**src/rtl/cpu_pkg.sv**
```systemverilog
// Shared definitions for the PLP instruction fetch stage: state encoding,
// reset/bubble constants and the word-alignment helper.
package cpu_pkg;

  typedef enum logic [1:0] {
    S_FETCH = 2'd0,
    S_KILL  = 2'd1,
    S_SKID  = 2'd2
  } fetch_state_e;

  localparam logic [31:0] CPU_NOP_INST     = 32'h0000_0000;  // sll $0,$0,0
  localparam logic [31:0] CPU_RESET_VECTOR = 32'h0000_0000;
  localparam logic [31:0] WORD_ALIGN_MASK  = 32'hFFFF_FFFC;

  function automatic logic [31:0] word_align(input logic [31:0] addr);
    return addr & WORD_ALIGN_MASK;
  endfunction

endpackage

```
**src/rtl/cpu_if_skid.sv**
```systemverilog
// One-entry holding register for an instruction/PC pair that arrived while
// decode was stalled. Load captures, consume or clear empties it.
module cpu_if_skid (
  input  logic        clk,
  input  logic        rst,
  input  logic        i_load,
  input  logic        i_consume,
  input  logic        i_clear,
  input  logic [31:0] i_inst,
  input  logic [31:0] i_pc,
  output logic [31:0] o_inst,
  output logic [31:0] o_pc
);

  logic [31:0] r_inst;
  logic [31:0] r_pc;

  // NOTE: sequential state uses non-blocking assignments so every register
  // samples pre-edge values regardless of statement order.
  always_ff @(posedge clk) begin
    if (rst || i_clear || i_consume) begin
      r_inst <= '0;
      r_pc   <= '0;
    end else if (i_load) begin
      r_inst <= i_inst;
      r_pc   <= i_pc;
    end
  end

  assign o_inst = r_inst;
  assign o_pc   = r_pc;

endmodule

```
**src/rtl/cpu_if.sv**
```systemverilog
// PLP instruction fetch stage: owns the PC, drives the req/rdy instruction
// memory port, and feeds decode. Optional counters under CPU_IF_PERF_EN.
module cpu_if
  import cpu_pkg::*;
#(
  parameter logic [31:0] RESET_VECTOR = CPU_RESET_VECTOR,
  parameter logic [31:0] NOP_INST     = CPU_NOP_INST
) (
  input  logic        clk,
  input  logic        rst,
  input  logic        c_stall,
  input  logic        ex_redirect,
  input  logic [31:0] ex_target,
  output logic [31:0] imem_addr,
  output logic        imem_req,
  input  logic [31:0] imem_data,
  input  logic        imem_rdy,
  output logic [31:0] p_pc,
  output logic [31:0] p_inst
`ifdef CPU_IF_PERF_EN
  ,
  output logic [31:0] perf_fetch,
  output logic [31:0] perf_bubble
`endif
);

  fetch_state_e r_state;
  fetch_state_e w_state_nxt;
  logic [31:0]  r_pc;
  logic [31:0]  r_kill_tgt;
  logic [31:0]  r_p_pc;
  logic [31:0]  r_p_inst;

  logic [31:0]  w_pc_nxt;
  logic [31:0]  w_kill_tgt_nxt;
  logic [31:0]  w_p_pc_nxt;
  logic [31:0]  w_p_inst_nxt;
  logic [31:0]  w_pc_inc;
  logic [31:0]  w_target;
  logic         w_flush;
  logic         w_skid_load;
  logic         w_skid_consume;
  logic         w_skid_clear;
  logic [31:0]  w_skid_inst;
  logic [31:0]  w_skid_pc;

  assign w_pc_inc  = r_pc + 32'd4;
  assign w_target  = word_align(ex_target);
  assign imem_addr = word_align(r_pc);
  assign imem_req  = !rst && (r_state != S_SKID);
  assign p_pc      = r_p_pc;
  assign p_inst    = r_p_inst;

  cpu_if_skid u_skid (
    .clk       (clk),
    .rst       (rst),
    .i_load    (w_skid_load),
    .i_consume (w_skid_consume),
    .i_clear   (w_skid_clear),
    .i_inst    (imem_data),
    .i_pc      (w_pc_inc),
    .o_inst    (w_skid_inst),
    .o_pc      (w_skid_pc)
  );

  // NOTE: every signal written here gets a default first, so no path can
  // leave one unassigned and infer a latch.
  always_comb begin
    w_state_nxt    = r_state;
    w_pc_nxt       = r_pc;
    w_kill_tgt_nxt = r_kill_tgt;
    w_p_pc_nxt     = r_p_pc;
    w_p_inst_nxt   = r_p_inst;
    w_flush        = 1'b0;
    w_skid_load    = 1'b0;
    w_skid_consume = 1'b0;
    w_skid_clear   = 1'b0;

    case (r_state)
      S_FETCH: begin
        if (ex_redirect) begin
          w_flush = 1'b1;
          if (imem_rdy) begin
            w_pc_nxt = w_target;
          end else begin
            // Request must stay stable at the old pc until it completes.
            w_kill_tgt_nxt = w_target;
            w_state_nxt    = S_KILL;
          end
        end else if (imem_rdy) begin
          w_pc_nxt = w_pc_inc;
          if (c_stall) begin
            w_skid_load = 1'b1;
            w_state_nxt = S_SKID;
          end else begin
            w_p_inst_nxt = imem_data;
            w_p_pc_nxt   = w_pc_inc;
          end
        end else if (!c_stall) begin
          w_flush = 1'b1;
        end
      end

      S_KILL: begin
        if (ex_redirect) begin
          w_kill_tgt_nxt = w_target;
        end
        if (imem_rdy) begin
          w_pc_nxt    = ex_redirect ? w_target : r_kill_tgt;
          w_state_nxt = S_FETCH;
        end
      end

      S_SKID: begin
        if (ex_redirect) begin
          w_skid_clear = 1'b1;
          w_pc_nxt     = w_target;
          w_flush      = 1'b1;
          w_state_nxt  = S_FETCH;
        end else if (!c_stall) begin
          w_skid_consume = 1'b1;
          w_p_inst_nxt   = w_skid_inst;
          w_p_pc_nxt     = w_skid_pc;
          w_state_nxt    = S_FETCH;
        end
      end

      default: begin
        w_state_nxt = S_FETCH;
      end
    endcase

    if (w_flush) begin
      w_p_inst_nxt = NOP_INST;
      w_p_pc_nxt   = '0;
    end
  end

  always_ff @(posedge clk) begin
    if (rst) begin
      r_state    <= S_FETCH;
      r_pc       <= RESET_VECTOR;
      r_kill_tgt <= '0;
      r_p_pc     <= '0;
      r_p_inst   <= NOP_INST;
    end else begin
      r_state    <= w_state_nxt;
      r_pc       <= w_pc_nxt;
      r_kill_tgt <= w_kill_tgt_nxt;
      r_p_pc     <= w_p_pc_nxt;
      r_p_inst   <= w_p_inst_nxt;
    end
  end

`ifdef CPU_IF_PERF_EN
  logic        w_fetch_used;
  logic [31:0] r_perf_fetch;
  logic [31:0] r_perf_bubble;

  // Only FETCH-state completions without a redirect reach decode or the skid.
  assign w_fetch_used = (r_state == S_FETCH) && imem_rdy && !ex_redirect;

  always_ff @(posedge clk) begin
    if (rst) begin
      r_perf_fetch  <= '0;
      r_perf_bubble <= '0;
    end else begin
      if (w_fetch_used) r_perf_fetch  <= r_perf_fetch + 32'd1;
      if (w_flush)      r_perf_bubble <= r_perf_bubble + 32'd1;
    end
  end

  assign perf_fetch  = r_perf_fetch;
  assign perf_bubble = r_perf_bubble;
`endif

endmodule

```
**config.mk**
```make
export PLATFORM = sky130hd
export DESIGN_NAME = cpu_if
export DESIGN_NICKNAME = d
export VERILOG_FILES = /design/src/rtl/cpu_pkg.sv /design/src/rtl/cpu_if_skid.sv /design/src/rtl/cpu_if.sv
export SDC_FILE = /design/constraint.sdc
export NUM_CORES = 1
export LEC_CHECK = 0
export BUFFER_PORTS_ARGS = -buffer_cell sky130_fd_sc_hd__buf_2
export CAP_MARGIN = 10
export CORE_UTILIZATION = 40
export DETAILED_ROUTE_END_ITERATION = 10
export PLACE_DENSITY = 0.74
export SLEW_MARGIN = 20
export SYNTH_ARGS = -nofsm -noshare
export SYNTH_HDL_FRONTEND = slang
export SYNTH_SLANG_ARGS = --single-unit
```
**constraint.sdc**
```tcl
create_clock -name clk -period 2.35 [get_ports clk]
set_input_delay 0.1175 -clock clk [delete_from_list [all_inputs] [get_ports clk]]
set_output_delay 0.1175 -clock clk [all_outputs]
set_load 0.05 [all_outputs]
```
==> metrics.csv <==
stage,metric,value,unit
final_layout,post-route cell area,11700,um^2
final_layout,synthesis-to-finish area growth,25.9,%
final_layout,multi-input logic area,4780,um^2
min_path,HP Class,input port to flop,
worst_setup_path,Crit Path Max Fanout,17,
floorplan,Ports,166,
clock_network,worst-skew pair later-pin latency,0.44,ns
worst_setup_path,Crit. End Element,flop,
run,maxcap violations,0,
logic_synthesis,Syn Inst Count,1149,
grt,met2 usage,35.6,%
floorplan,Die Y,155,um
routing,Initial DRC Count,759,
placed_design,placed wire-length estimate,18.5,mm
worst_setup_path,CP startpoint kind,flop,
final_layout,layout cells sized above 1,21.4,%
floorplan,Die W,155,um
power_and_ir_drop,peak supply drop,0.000389,V
clock_network,CTS buffer count,17,
worst_setup_path,worst path arrival time,2.62,ns
timing,Final period util,97.5,%
worst_setup_path,Crit Path Category,flop to flop,
final_layout,Total Nets Final,1394,
logic_synthesis,Syn. warnings,0,
clock_network,clock-pin slew on the worst setup and hold paths,0.08,ns
logic_synthesis,"top cells by area, synth","dfxtp_1, nand2_1, a21oi_1",
grt,M1 GR Usage,29.9,%
worst_setup_path,RR Startpoint,r_state[0]$_SDFFE_PP0P_,
final_layout,Fillers,2154,
timing,max-slew violations,0,
timing,Max Clock Skew,0.0112,ns
routing,vias per cell,5.56,
status,status,completed,
timing,Worst-Margin Slew,0.707,ns
routing,final wirelength,27.1,mm
logic_synthesis,asr flop ratio synth,0,%
clock_network,Root Buffer,clkbuf_16,
final_layout,Ant. Diodes,0,
logic_synthesis,Synth Flop Type,dfxtp_1,
routing,Antenna Nets Post-Route,0,
routing,drt wl/cell,16.7,um
timing,RSZ-0062 raised after global routing,no,
grt,initial antenna violation count,0,
grt,GRT Util Overall,22.2,%
placed_design,Port Buf Inserts,161,
power_and_ir_drop,Lkg Pwr,4.60,nW
grt,vias in the first global route,8238,
timing,Fmax,0.436,GHz
worst_setup_path,R2R setup slack,0.06,ns
worst_setup_path,Critical Path RT,2.67,ns
grt,first-pass GRT wire length,42.3,mm
logic_synthesis,cell taking the most area after synthesis,dfxtp_1,
grt,pin count of the biggest net entering global routing,63,
timing,max_slew headroom,52.8,%
logic_synthesis,distinct cell type count after synthesis,63,
clock_network,H-tree depth,4,
grt,M3 GR Usage,3.81,%
logic_synthesis,Post-synth EDFFs,0,
power_and_ir_drop,power density cells,794,nW/um^2
placed_design,routability cong.,0.905,
grt,GR peak layer,met2,
logic_synthesis,syn avg cell area,8.10,um^2
timing,final hold vios,0,
floorplan,Starting Density,41.0,%
worst_setup_path,CP startpoint,r_state[0]$_SDFFE_PP0P_,
grt,GRT overflow,0,
floorplan,die footprint,23900,um^2
timing,final setup fails,0,
worst_setup_path,Setup crit end,r_pc[22]$_SDFFE_PP0P_,
routing,Post-route DRC,0,
routing,vias,8998,
logic_synthesis,Synth Register Bits,194,
placed_design,Post-Place Cell Area,10400,um^2
timing,Setup TNS,0,ns
logic_synthesis,Synth top area share,41.7,%
floorplan,Core Area,22700,um^2
worst_setup_path,RR Endpoint,r_pc[22]$_SDFFE_PP0P_,
routing,first drt pass iteration count,5,
final_layout,Storage cell area,3880,um^2
floorplan,FP Rows,55,
logic_synthesis,sequential-to-total area share from yosys stat,41.7,%
clock_network,TritonCTS clock tree,yes,
clock_network,Clock Sinks,194,
clock_network,maximum clock insertion buffer count,2,
worst_setup_path,Worst Reg2Reg Path Length in Cells,8,
timing,minimum clock period,2.29,ns
logic_synthesis,synthesized cell area,9310,um^2
[routing by layer]
layer | vias to the layer above | wire length (um) | part of all wire (%)
met2 | 370 | 12400 | 46
met1 | 4195 | 12400 | 46
li1 | 4393 | - | -
met4 | 0 | 563 | 2.1
met5 | - | 0 | 0
met3 | 40 | 1740 | 6.4
[where the power goes]
part | switching [mW] | total, mW | internal, mW
Combinational | 1.67 | 2.54 | 0.868
Sequential | 0.211 | 3.72 | 3.51
Clock | 1.55 | 3.04 | 1.49
[kinds of logic after synthesis]
logic type | Yosys count | share of synthesized area, %
flops | 194 | 41.7
other cells | 1 | 0.0403
mux | 45 | 4.85
xor+xnor | 26 | 2.45
compound gates | 326 | 22.4
buf+inv | 143 | 7.64
fa+ha+maj | 4 | 0.538
simple gates | 410 | 20.3
[sequential cells by signal, summed over array words and instances, names as in the netlist]
name,count
p_inst,32
p_pc,32
r_kill_tgt,32
r_pc,32
r_state,2
u_skid.o_inst,32
u_skid.o_pc,32
[cell usage after synthesis, types with 15 or more instances]
cell,instances
buf_2,24
nor2_1,102
dfxtp_1,194
clkbuf_1,65
o21ai_0,30
nand2_1,181
buf_4,32
mux2i_1,44
and3_1,20
a22oi_1,17
a21oi_1,135
o22ai_1,22
a211oi_1,53
nand2b_1,15
nor3_1,25
[cell usage in the layout (no fill, tap or decap), types with 20 or more instances in the layout]
master	count
o21ai_0	29
a21oi_1	135
nand2_1	181
a211oi_1	52
and3_1	20
mux2i_1	44
nor2_1	101
dlygate4sd3_1	62
o22ai_1	22
dfxtp_1	194
buf_2	161
nor3_1	24
buf_4	48
[per-stage QoR]
stage / setup WS, ns / total power, mW / utilization, % / cells / hold slack (ns)
after CTS: 0.0883 / 9.30 / 51.4 / 1617 / 0.0487
after detailed placement: 0.0313 / 6.19 / 45.8 / 1523 / 0.377
after global routing: 0.00577 / 9.69 / 51.6 / 1619 / 0.0650
final: 0.0579 / 9.31 / 51.6 / 1619 / 0.0572
after global placement: 0.0548 / 6.14 / 45.8 / 1523 / 0.369
after floorplan: 0.138 / 5.57 / - / 1150 / 0.253
[cell type report]
| class | count | area share [%] |
|---|---|---|
| Tap cell | 285 | 3.04 |
| Timing Repair Buffer | 282 | 17.1 |
| Clock buffer | 17 | 3.63 |
| Sequential cell | 194 | 33.1 |
| Clock inverter | 15 | 1.85 |
| Inverter | 13 | 0.416 |
| Multi-Input combinational cell | 813 | 40.8 |
[worst max-delay path, cell delays in order (launching register included)]
cell and delay (ns):
dfxtp_1 0.39, inv_1 0.08, ha_1 0.23, o21ba_1 0.19, or3b_4 0.48, buf_4 0.23, a211oi_1 0.35, nor3_1 0.11
o311a_1 0.12
[how the worst min path moves through the flow]
stage                   from                              to  slack (ns)  cells past startpoint
3_3_place_gp   imem_data[19]  u_skid.o_inst[19]$_SDFFE_PP0P_        0.37                      3
2_1_floorplan   ex_target[3]      r_kill_tgt[3]$_SDFFE_PP0P_        0.25                      2
5_1_grt             imem_rdy         r_state[0]$_SDFFE_PP0P_        0.07                      3
3_5_place_dp    imem_data[6]   u_skid.o_inst[6]$_SDFFE_PP0P_        0.38                      3
4_1_cts             imem_rdy         r_state[0]$_SDFFE_PP0P_        0.05                      3
6_report            imem_rdy         r_state[0]$_SDFFE_PP0P_        0.06                      3
[repair_timing]
action                                  4_1_cts  5_1_grt
pin swaps                                     0        2
endpoints found under the setup margin        2        3
buffers inserted                              0        1
gates cloned                                  0        1
hold buffers                                 62        0
gates resized for setup                       2        4
endpoints found under the hold margin        63        0
No activity file was read; power rests on OpenSTA's default activity.
